[config.mk]
export PLATFORM = sky130hd
export DESIGN_NAME = i2c_reg_sequencer
export DESIGN_NICKNAME = d
export VERILOG_FILES = /design/src/rtl/i2c_pkg.sv /design/src/rtl/i2c_reg_sequencer.sv
export SDC_FILE = /design/constraint.sdc
export NUM_CORES = 1
export LEC_CHECK = 0
export ABC_AREA = 1
export BUFFER_PORTS_ARGS = -buffer_cell sky130_fd_sc_hd__buf_2
export CORE_ASPECT_RATIO = 1.1
export CORE_MARGIN = 8
export CORE_UTILIZATION = 60
export CTS_BUF_LIST = sky130_fd_sc_hd__clkbuf_8
export CTS_CLUSTER_DIAMETER = 60
export DETAILED_ROUTE_END_ITERATION = 8
export GPL_ROUTABILITY_DRIVEN = 0
export HOLD_SLACK_MARGIN = 0.03
export PLACE_DENSITY_LB_ADDON = 0.3
export SLEW_MARGIN = 0
export SYNTH_ARGS = -nofsm -noshare
export SYNTH_HDL_FRONTEND = slang
export SYNTH_SLANG_ARGS = --single-unit
[constraint.sdc]
create_clock -name clk -period 16.5 [get_ports clk]
set_input_delay 4.95 -clock clk [delete_from_list [all_inputs] [get_ports clk]]
set_output_delay 4.95 -clock clk [all_outputs]
set_load 0.02 [all_outputs]
[src/rtl/i2c_pkg.sv]
// i2c_pkg: shared definitions for the I2C register sequencer.
//   - byte-level master command codes (START/WR/RD/STOP/RESTART)
//   - sequencer state encoding and response error codes
//   - step decode helpers that map a step index of a request onto the
//     {cmd, din} pair handed to the byte-level master
package i2c_pkg;

  localparam int STEP_W = 4;

  localparam logic [2:0] START_CMD   = 3'b000;
  localparam logic [2:0] WR_CMD      = 3'b001;
  localparam logic [2:0] RD_CMD      = 3'b010;
  localparam logic [2:0] STOP_CMD    = 3'b011;
  localparam logic [2:0] RESTART_CMD = 3'b100;

  typedef logic [2:0] seq_state_t;
  localparam seq_state_t ST_IDLE      = 3'd0;
  localparam seq_state_t ST_ISSUE     = 3'd1;
  localparam seq_state_t ST_GAP       = 3'd2;
  localparam seq_state_t ST_WAIT_DONE = 3'd3;
  localparam seq_state_t ST_WAIT_RDY  = 3'd4;
  localparam seq_state_t ST_RESP      = 3'd5;

  localparam logic [1:0] ERR_OK        = 2'b00;
  localparam logic [1:0] ERR_ADDR_NACK = 2'b01;
  localparam logic [1:0] ERR_DATA_NACK = 2'b10;
  localparam logic [1:0] ERR_BAD       = 2'b11;

  typedef struct packed {
    logic [2:0] cmd;
    logic [7:0] din;
  } i2c_op_t;

  // Write: START, WR {dev,0}, WR reg, WR data x len, STOP
  // Read : START, WR {dev,0}, WR reg, RESTART, WR {dev,1}, RD x len, STOP
  // wbyte is the write byte already selected for this step by the caller.
  function automatic i2c_op_t step_decode(input logic [STEP_W-1:0] step,
                                          input logic              rw,
                                          input logic [6:0]        dev,
                                          input logic [7:0]        regAddr,
                                          input logic [2:0]        len,
                                          input logic [7:0]        wbyte);
    logic [STEP_W-1:0] lenExt;
    i2c_op_t op;
    lenExt = {1'b0, len};
    op.cmd = STOP_CMD;
    op.din = 8'h00;
    if (step == 4'd0) begin
      op.cmd = START_CMD;
    end else if (step == 4'd1) begin
      op.cmd = WR_CMD;
      op.din = {dev, 1'b0};
    end else if (step == 4'd2) begin
      op.cmd = WR_CMD;
      op.din = regAddr;
    end else if (!rw) begin
      if (step < lenExt + 4'd3) begin
        op.cmd = WR_CMD;
        op.din = wbyte;
      end
    end else if (step == 4'd3) begin
      op.cmd = RESTART_CMD;
    end else if (step == 4'd4) begin
      op.cmd = WR_CMD;
      op.din = {dev, 1'b1};
    end else if (step < lenExt + 4'd5) begin
      op.cmd = RD_CMD;
      op.din = (step == lenExt + 4'd4) ? 8'h01 : 8'h00;
    end
    return op;
  endfunction

  function automatic logic [STEP_W-1:0] stop_step(input logic rw, input logic [2:0] len);
    return {1'b0, len} + (rw ? 4'd5 : 4'd3);
  endfunction

  // Address bytes are the first WR and, on reads, the repeated-start WR.
  function automatic logic is_addr_step(input logic rw, input logic [STEP_W-1:0] step);
    return (step == 4'd1) || (rw && (step == 4'd4));
  endfunction

endpackage

[src/rtl/i2c_reg_sequencer.sv]
// i2c_reg_sequencer: turns one register-access request (device, register,
// read/write, 1..MAX_LEN bytes) into the START/WR/RESTART/RD/STOP command
// sequence of a byte-level I2C master and returns one response per request.
//
// Ports:
//   clk, reset                 clock, asynchronous active-high reset
//   req_valid/req_ready        request handshake
//   req_rw/dev/reg/len/wdata   request fields (byte 0 of wdata sent first)
//   rsp_valid/rsp_err/rsp_rdata single-cycle response with held err/data
//   i2c_cmd/i2c_din/i2c_wr     command to the byte-level master
//   i2c_ready/done_tick/ack/dout status and data from the master
//
// Build option: define I2C_SEQ_TIMEOUT_EN to add a 24-bit watchdog that
// aborts a stuck transaction with rsp_err=11 (no STOP is sent).
module i2c_reg_sequencer
  import i2c_pkg::*;
#(
  parameter int MAX_LEN = 4
) (
  input  logic                 clk,
  input  logic                 reset,
  input  logic                 req_valid,
  output logic                 req_ready,
  input  logic                 req_rw,
  input  logic [6:0]           req_dev,
  input  logic [7:0]           req_reg,
  input  logic [2:0]           req_len,
  input  logic [8*MAX_LEN-1:0] req_wdata,
  output logic                 rsp_valid,
  output logic [1:0]           rsp_err,
  output logic [8*MAX_LEN-1:0] rsp_rdata,
  output logic [2:0]           i2c_cmd,
  output logic [7:0]           i2c_din,
  output logic                 i2c_wr,
  input  logic                 i2c_ready,
  input  logic                 i2c_done_tick,
  input  logic                 i2c_ack,
  input  logic [7:0]           i2c_dout
);

  localparam int IDX_W = (MAX_LEN > 1) ? $clog2(MAX_LEN) : 1;

  seq_state_t           state_q, state_d;
  logic [STEP_W-1:0]    step_q, step_d;
  logic [1:0]           err_q, err_d;
  logic [8*MAX_LEN-1:0] rdata_q, rdata_d;
  logic [1:0]           rspErr_q, rspErr_d;
  logic [8*MAX_LEN-1:0] rspRdata_q, rspRdata_d;
  logic [2:0]           cmd_q, cmd_d;
  logic [7:0]           din_q, din_d;
  logic                 wr_q, wr_d;

  logic                 rw_q;
  logic [6:0]           dev_q;
  logic [7:0]           reg_q;
  logic [2:0]           len_q;
  logic [8*MAX_LEN-1:0] wdata_q;

  logic                 badLen;
  logic [IDX_W-1:0]     wIdx;
  logic [IDX_W-1:0]     rIdx;
  logic [7:0]           wByte;
  i2c_op_t              curOp;

`ifdef I2C_SEQ_TIMEOUT_EN
  localparam logic [23:0] WDOG_MAX = 24'hFFFFFF;
  logic [23:0] wdog_q, wdog_d;
  logic        wdogActive;
`endif

  assign req_ready = (state_q == ST_IDLE);
  assign rsp_valid = (state_q == ST_RESP);
  assign rsp_err   = rspErr_q;
  assign rsp_rdata = rspRdata_q;
  assign i2c_cmd   = cmd_q;
  assign i2c_din   = din_q;
  assign i2c_wr    = wr_q;

  assign badLen = (req_len == 3'd0) || (int'(req_len) > MAX_LEN);

  // Data steps start at step 3 on writes and at step 5 on reads.
  assign wIdx  = IDX_W'(step_q - 4'd3);
  assign rIdx  = IDX_W'(step_q - 4'd5);
  assign wByte = wdata_q[8*wIdx +: 8];
  assign curOp = step_decode(step_q, rw_q, dev_q, reg_q, len_q, wByte);

  // Request fields are latched once, at acceptance, and stay stable for
  // the whole command sequence.
  always_ff @(posedge clk or posedge reset) begin
    if (reset) begin
      rw_q    <= 1'b0;
      dev_q   <= '0;
      reg_q   <= '0;
      len_q   <= '0;
      wdata_q <= '0;
    end else if (req_ready && req_valid) begin
      rw_q    <= req_rw;
      dev_q   <= req_dev;
      reg_q   <= req_reg;
      len_q   <= req_len;
      wdata_q <= req_wdata;
    end
  end

  // Sequencer next-state logic. The response registers are loaded only on
  // the way into RESP so they hold between responses.
  always_comb begin
    state_d    = state_q;
    step_d     = step_q;
    err_d      = err_q;
    rdata_d    = rdata_q;
    rspErr_d   = rspErr_q;
    rspRdata_d = rspRdata_q;
    cmd_d      = cmd_q;
    din_d      = din_q;
    wr_d       = 1'b0;
    case (state_q)
      ST_IDLE: begin
        if (req_valid) begin
          step_d  = '0;
          err_d   = ERR_OK;
          rdata_d = '0;
          if (badLen) begin
            rspErr_d   = ERR_BAD;
            rspRdata_d = '0;
            state_d    = ST_RESP;
          end else begin
            state_d = ST_ISSUE;
          end
        end
      end
      ST_ISSUE: begin
        if (i2c_ready) begin
          cmd_d   = curOp.cmd;
          din_d   = curOp.din;
          wr_d    = 1'b1;
          state_d = ST_GAP;
        end
      end
      ST_GAP: begin
        state_d = ((cmd_q == WR_CMD) || (cmd_q == RD_CMD)) ? ST_WAIT_DONE : ST_WAIT_RDY;
      end
      ST_WAIT_DONE: begin
        if (i2c_done_tick) begin
          state_d = ST_ISSUE;
          step_d  = step_q + 4'd1;
          if (cmd_q == RD_CMD) begin
            rdata_d[8*rIdx +: 8] = i2c_dout;
          end else if (i2c_ack) begin
            err_d  = is_addr_step(rw_q, step_q) ? ERR_ADDR_NACK : ERR_DATA_NACK;
            step_d = stop_step(rw_q, len_q);
          end
        end
      end
      ST_WAIT_RDY: begin
        if (cmd_q != STOP_CMD) begin
          step_d  = step_q + 4'd1;
          state_d = ST_ISSUE;
        end else if (i2c_ready) begin
          rspErr_d   = err_q;
          rspRdata_d = rdata_q;
          state_d    = ST_RESP;
        end
      end
      ST_RESP: begin
        state_d = ST_IDLE;
      end
      default: begin
        state_d = ST_IDLE;
      end
    endcase
`ifdef I2C_SEQ_TIMEOUT_EN
    wdogActive = (state_q == ST_GAP) || (state_q == ST_WAIT_DONE) || (state_q == ST_WAIT_RDY);
    wdog_d     = wdog_q;
    if (wr_d) begin
      wdog_d = '0;
    end else if (wdogActive) begin
      wdog_d = wdog_q + 24'd1;
    end
    if (wdogActive && (wdog_q == WDOG_MAX)) begin
      rspErr_d   = ERR_BAD;
      rspRdata_d = rdata_d;
      state_d    = ST_RESP;
    end
`endif
  end

  // State and output registers; a reset abandons any sequence in flight.
  always_ff @(posedge clk or posedge reset) begin
    if (reset) begin
      state_q    <= ST_IDLE;
      step_q     <= '0;
      err_q      <= ERR_OK;
      rdata_q    <= '0;
      rspErr_q   <= ERR_OK;
      rspRdata_q <= '0;
      cmd_q      <= START_CMD;
      din_q      <= 8'h00;
      wr_q       <= 1'b0;
    end else begin
      state_q    <= state_d;
      step_q     <= step_d;
      err_q      <= err_d;
      rdata_q    <= rdata_d;
      rspErr_q   <= rspErr_d;
      rspRdata_q <= rspRdata_d;
      cmd_q      <= cmd_d;
      din_q      <= din_d;
      wr_q       <= wr_d;
    end
  end

`ifdef I2C_SEQ_TIMEOUT_EN
  // Watchdog restarts on every command strobe.
  always_ff @(posedge clk or posedge reset) begin
    if (reset) begin
      wdog_q <= '0;
    end else begin
      wdog_q <= wdog_d;
    end
  end
`endif

endmodule

==> metrics.txt <==
HP Start wdata_q[8]; input/output buffers 112; Critical Path AT approximately 1.5 ns; ANT nets after route 0; post-route cell area 0.00806 mm²; worst setup margin 10.09 ns; Mapped Cells ~880; r2r startpoint step_q[0]; die area 0.0156 mm²; total congestion overflow 0; Logic pwr share roughly two fifths; Initial DRC Count around 470; worst reg2reg endpoint i2c_din[7]; fin nets 1053; sequential power share between 30% and 40%; unrepaired setup endpoints after global routing no; I/O pins between 100 and 150; Placed Area between 0.007 and 0.008 mm²; pre-CTS WS slightly below 10 ns; core area around 0.012 mm²; Worst-Skew Late Latency roughly 0.44 ns; HP Class flop to flop; CP Capture Type primary output; hpwl dp ~12000 µm; static leakage between 0.004 and 0.005 µW; Seq cells post-synth roughly 140; drt total wl 16500 µm; async set-reset flop share out of synthesis 100%; first-pass GRT wire length ~28000 µm; PD cells around 160 mW/mm²; Finished Layout Cells 1130; Netlist cell types 39; P&R area growth vs syn 13.3%; commonest non-fill, non-tap cell in the layout nand2_1; initial antenna violation count 0; Pre-antenna DRT Iters 5; Final Slew Violations 0; hold depth 2; worst-path maximum fanout 4; Syn. warnings 0; Vias/cell roughly 5.4; post-placement cell count 1100; Fin. Hold Viols 0; Final min period 6.41 ns; Slew @ Worst Pin 1.08 ns; # diodes 0; Final setup viols 0; Crit Path Category flop to primary output; final setup TNS 0 ns; status complete, no violations; hold_buf cts 0; skew final just under 0.01 ns; final hold slack 0.473 ns; Psw approximately 540 µW; CTS tree yes; Slew headroom between 20 and 30%; leading register cell type out of synthesis dfrtp_1; number of global-route vias before repair just under 6000; fraction of layout instances using a drive strength above 1 around 22%; Post-CTS Setup Bufs 0; number of synthesized flops with an enable pin 0; clock-pin slew on the worst setup and hold paths 0.07 ns; syn_area_per_cell 8.14 µm²; FF-to-FF path depth 11; Int Pwr roughly 720 µW; critical path launch point type flop; CTS buffer count 17; Die Ht roughly 130 µm; Syn Nets between 900 and 1000; routed via count between 6000 and 7000; post-CTS sizing 0; VDD IR-drop max approximately 0.000083 V; Max-cap violations 0; clock power share a little over a fifth; Clock Path Buffers 2; Tot GR Track Use between 20% and 30%; drt wl/cell ~15 µm; Critical Path RT roughly 12 ns; Switching Share roughly 43%; largest net degree at the start of global routing 88; site row count 41; worst reg2reg setup slack approximately 13 ns; CTS HTree Levels 4; fin crit share 38.9%; clock sink count 138; Mapped Area just over 0.007 mm²; Hold Path Sink wdata_q[8]; initial core utilization a little over 60%; Die W between 100 and 150 µm; Seq/Total Area, Yosys about half; Filler Cells Inserted around 1000; CTS root buf clkbuf_8; Max Clk Rate 156 MHz; DRC violation count after routing 0; most frequent cells in the layout 303 x nand2_1, 138 x dfrtp_1, 112 x buf_2, 104 x nand3_1, 68 x inv_1
## power groups by stage
stage	Combinational, µW	Clock, µW	Sequential [µW]
after floorplan	410	0	478
after global placement	507	0	474
after detailed placement	518	0	477
after CTS	523	271	471
after global routing	596	285	482
final	523	267	472
## worst max-delay path by stage
stage	startpoint	end	slack [ns]	cells past startpoint
2_1_floorplan	reset	dev_q[0]	7.85	1
6_report	state_q[1]	req_ready	10.09	4
3_5_place_dp	i2c_ready	rsp_err[0]	9.66	5
5_1_grt	i2c_ready	rsp_err[0]	9.89	5
3_3_place_gp	i2c_ready	rsp_err[0]	9.71	5
4_1_cts	state_q[1]	req_ready	10.05	4
## flip-flops by register name, indices dropped and copies added, names as in the netlist
| name | cells |
|---|---|
| dev_q | 7 |
| err_q | 2 |
| i2c_cmd | 3 |
| i2c_din | 8 |
| i2c_wr | 1 |
| len_q | 3 |
| rdata_q | 32 |
| reg_q | 8 |
| rsp_err | 2 |
| rsp_rdata | 32 |
| rw_q | 1 |
| state_q | 3 |
| step_q | 4 |
| wdata_q | 32 |
## critical path, stage by stage, from the launching register on
cell     delay (ns)
dfrtp_1        0.43
nor2_2         0.20
inv_2          0.07
nor2_4         0.13
buf_2          0.19
## metal layers
layer | GRT usage (%) | up-vias | part of all wire [%]
li1 | - | 2983 | -
met1 | 27.1 | 2842 | 43
met2 | 36.9 | 218 | 49
met3 | 5.83 | 20 | 6.6
met4 | 7.28 | 0 | 1.5
met5 | 0 | - | 0
## synth_stat cells (2+ instances only)
cell type / number / area share [%]
nand2_1: 303 / 16
dfrtp_1: 138 / 49
nand3_1: 104 / 7.3
inv_1: 69 / 3.6
o21ai_0: 46 / 3.2
nor2_1: 40 / 2.1
o21ai_2: 33 / 4.1
a21oi_1: 27 / 1.9
buf_2: 26 / 1.8
ha_1: 18 / 3.2
nand2_2: 9 / 0.79
clkbuf_1: 8 / 0.42
inv_2: 5 / 0.26
xor2_1: 5 / 0.62
buf_6: 4 / 0.63
nand4_1: 4 / 0.35
nor2_2: 4 / 0.35
o211ai_4: 4 / 1.2
nand2_4: 3 / 0.47
nor2_4: 3 / 0.47
buf_4: 2 / 0.21
o21a_1: 2 / 0.21
o21ai_1: 2 / 0.14
## final cells by class
class	instances	area (µm²)	share of cell area, %
Clock inverter	11	121	1.51
Multi-Input combinational cell	621	3160	39.2
Inverter	76	295	3.66
Timing Repair Buffer	115	583	7.23
Sequential cell	138	3450	42.8
Clock buffer	19	262	3.24
Tap cell	150	188	2.33
## kinds of logic after synthesis
family / Yosys count / synth area share [%]
AO/OA/AOI/OAI: 119 / 11.4
XOR/XNOR: 6 / 0.738
adder cells (fa/ha/maj): 19 / 3.44
buffers and inverters: 116 / 7.17
flip-flops: 138 / 48.5
AND/OR/NAND/NOR: 477 / 28.8
## metrics by stage
stage                     total power [µW]  utilization (%)
after detailed placement               995             66.5
after floorplan                        888                -
after CTS                             1270             69.9
final                                 1260             69.9
after global routing                  1360             69.9
after global placement                 982             66.5
Power figures use the tool's default switching activity.
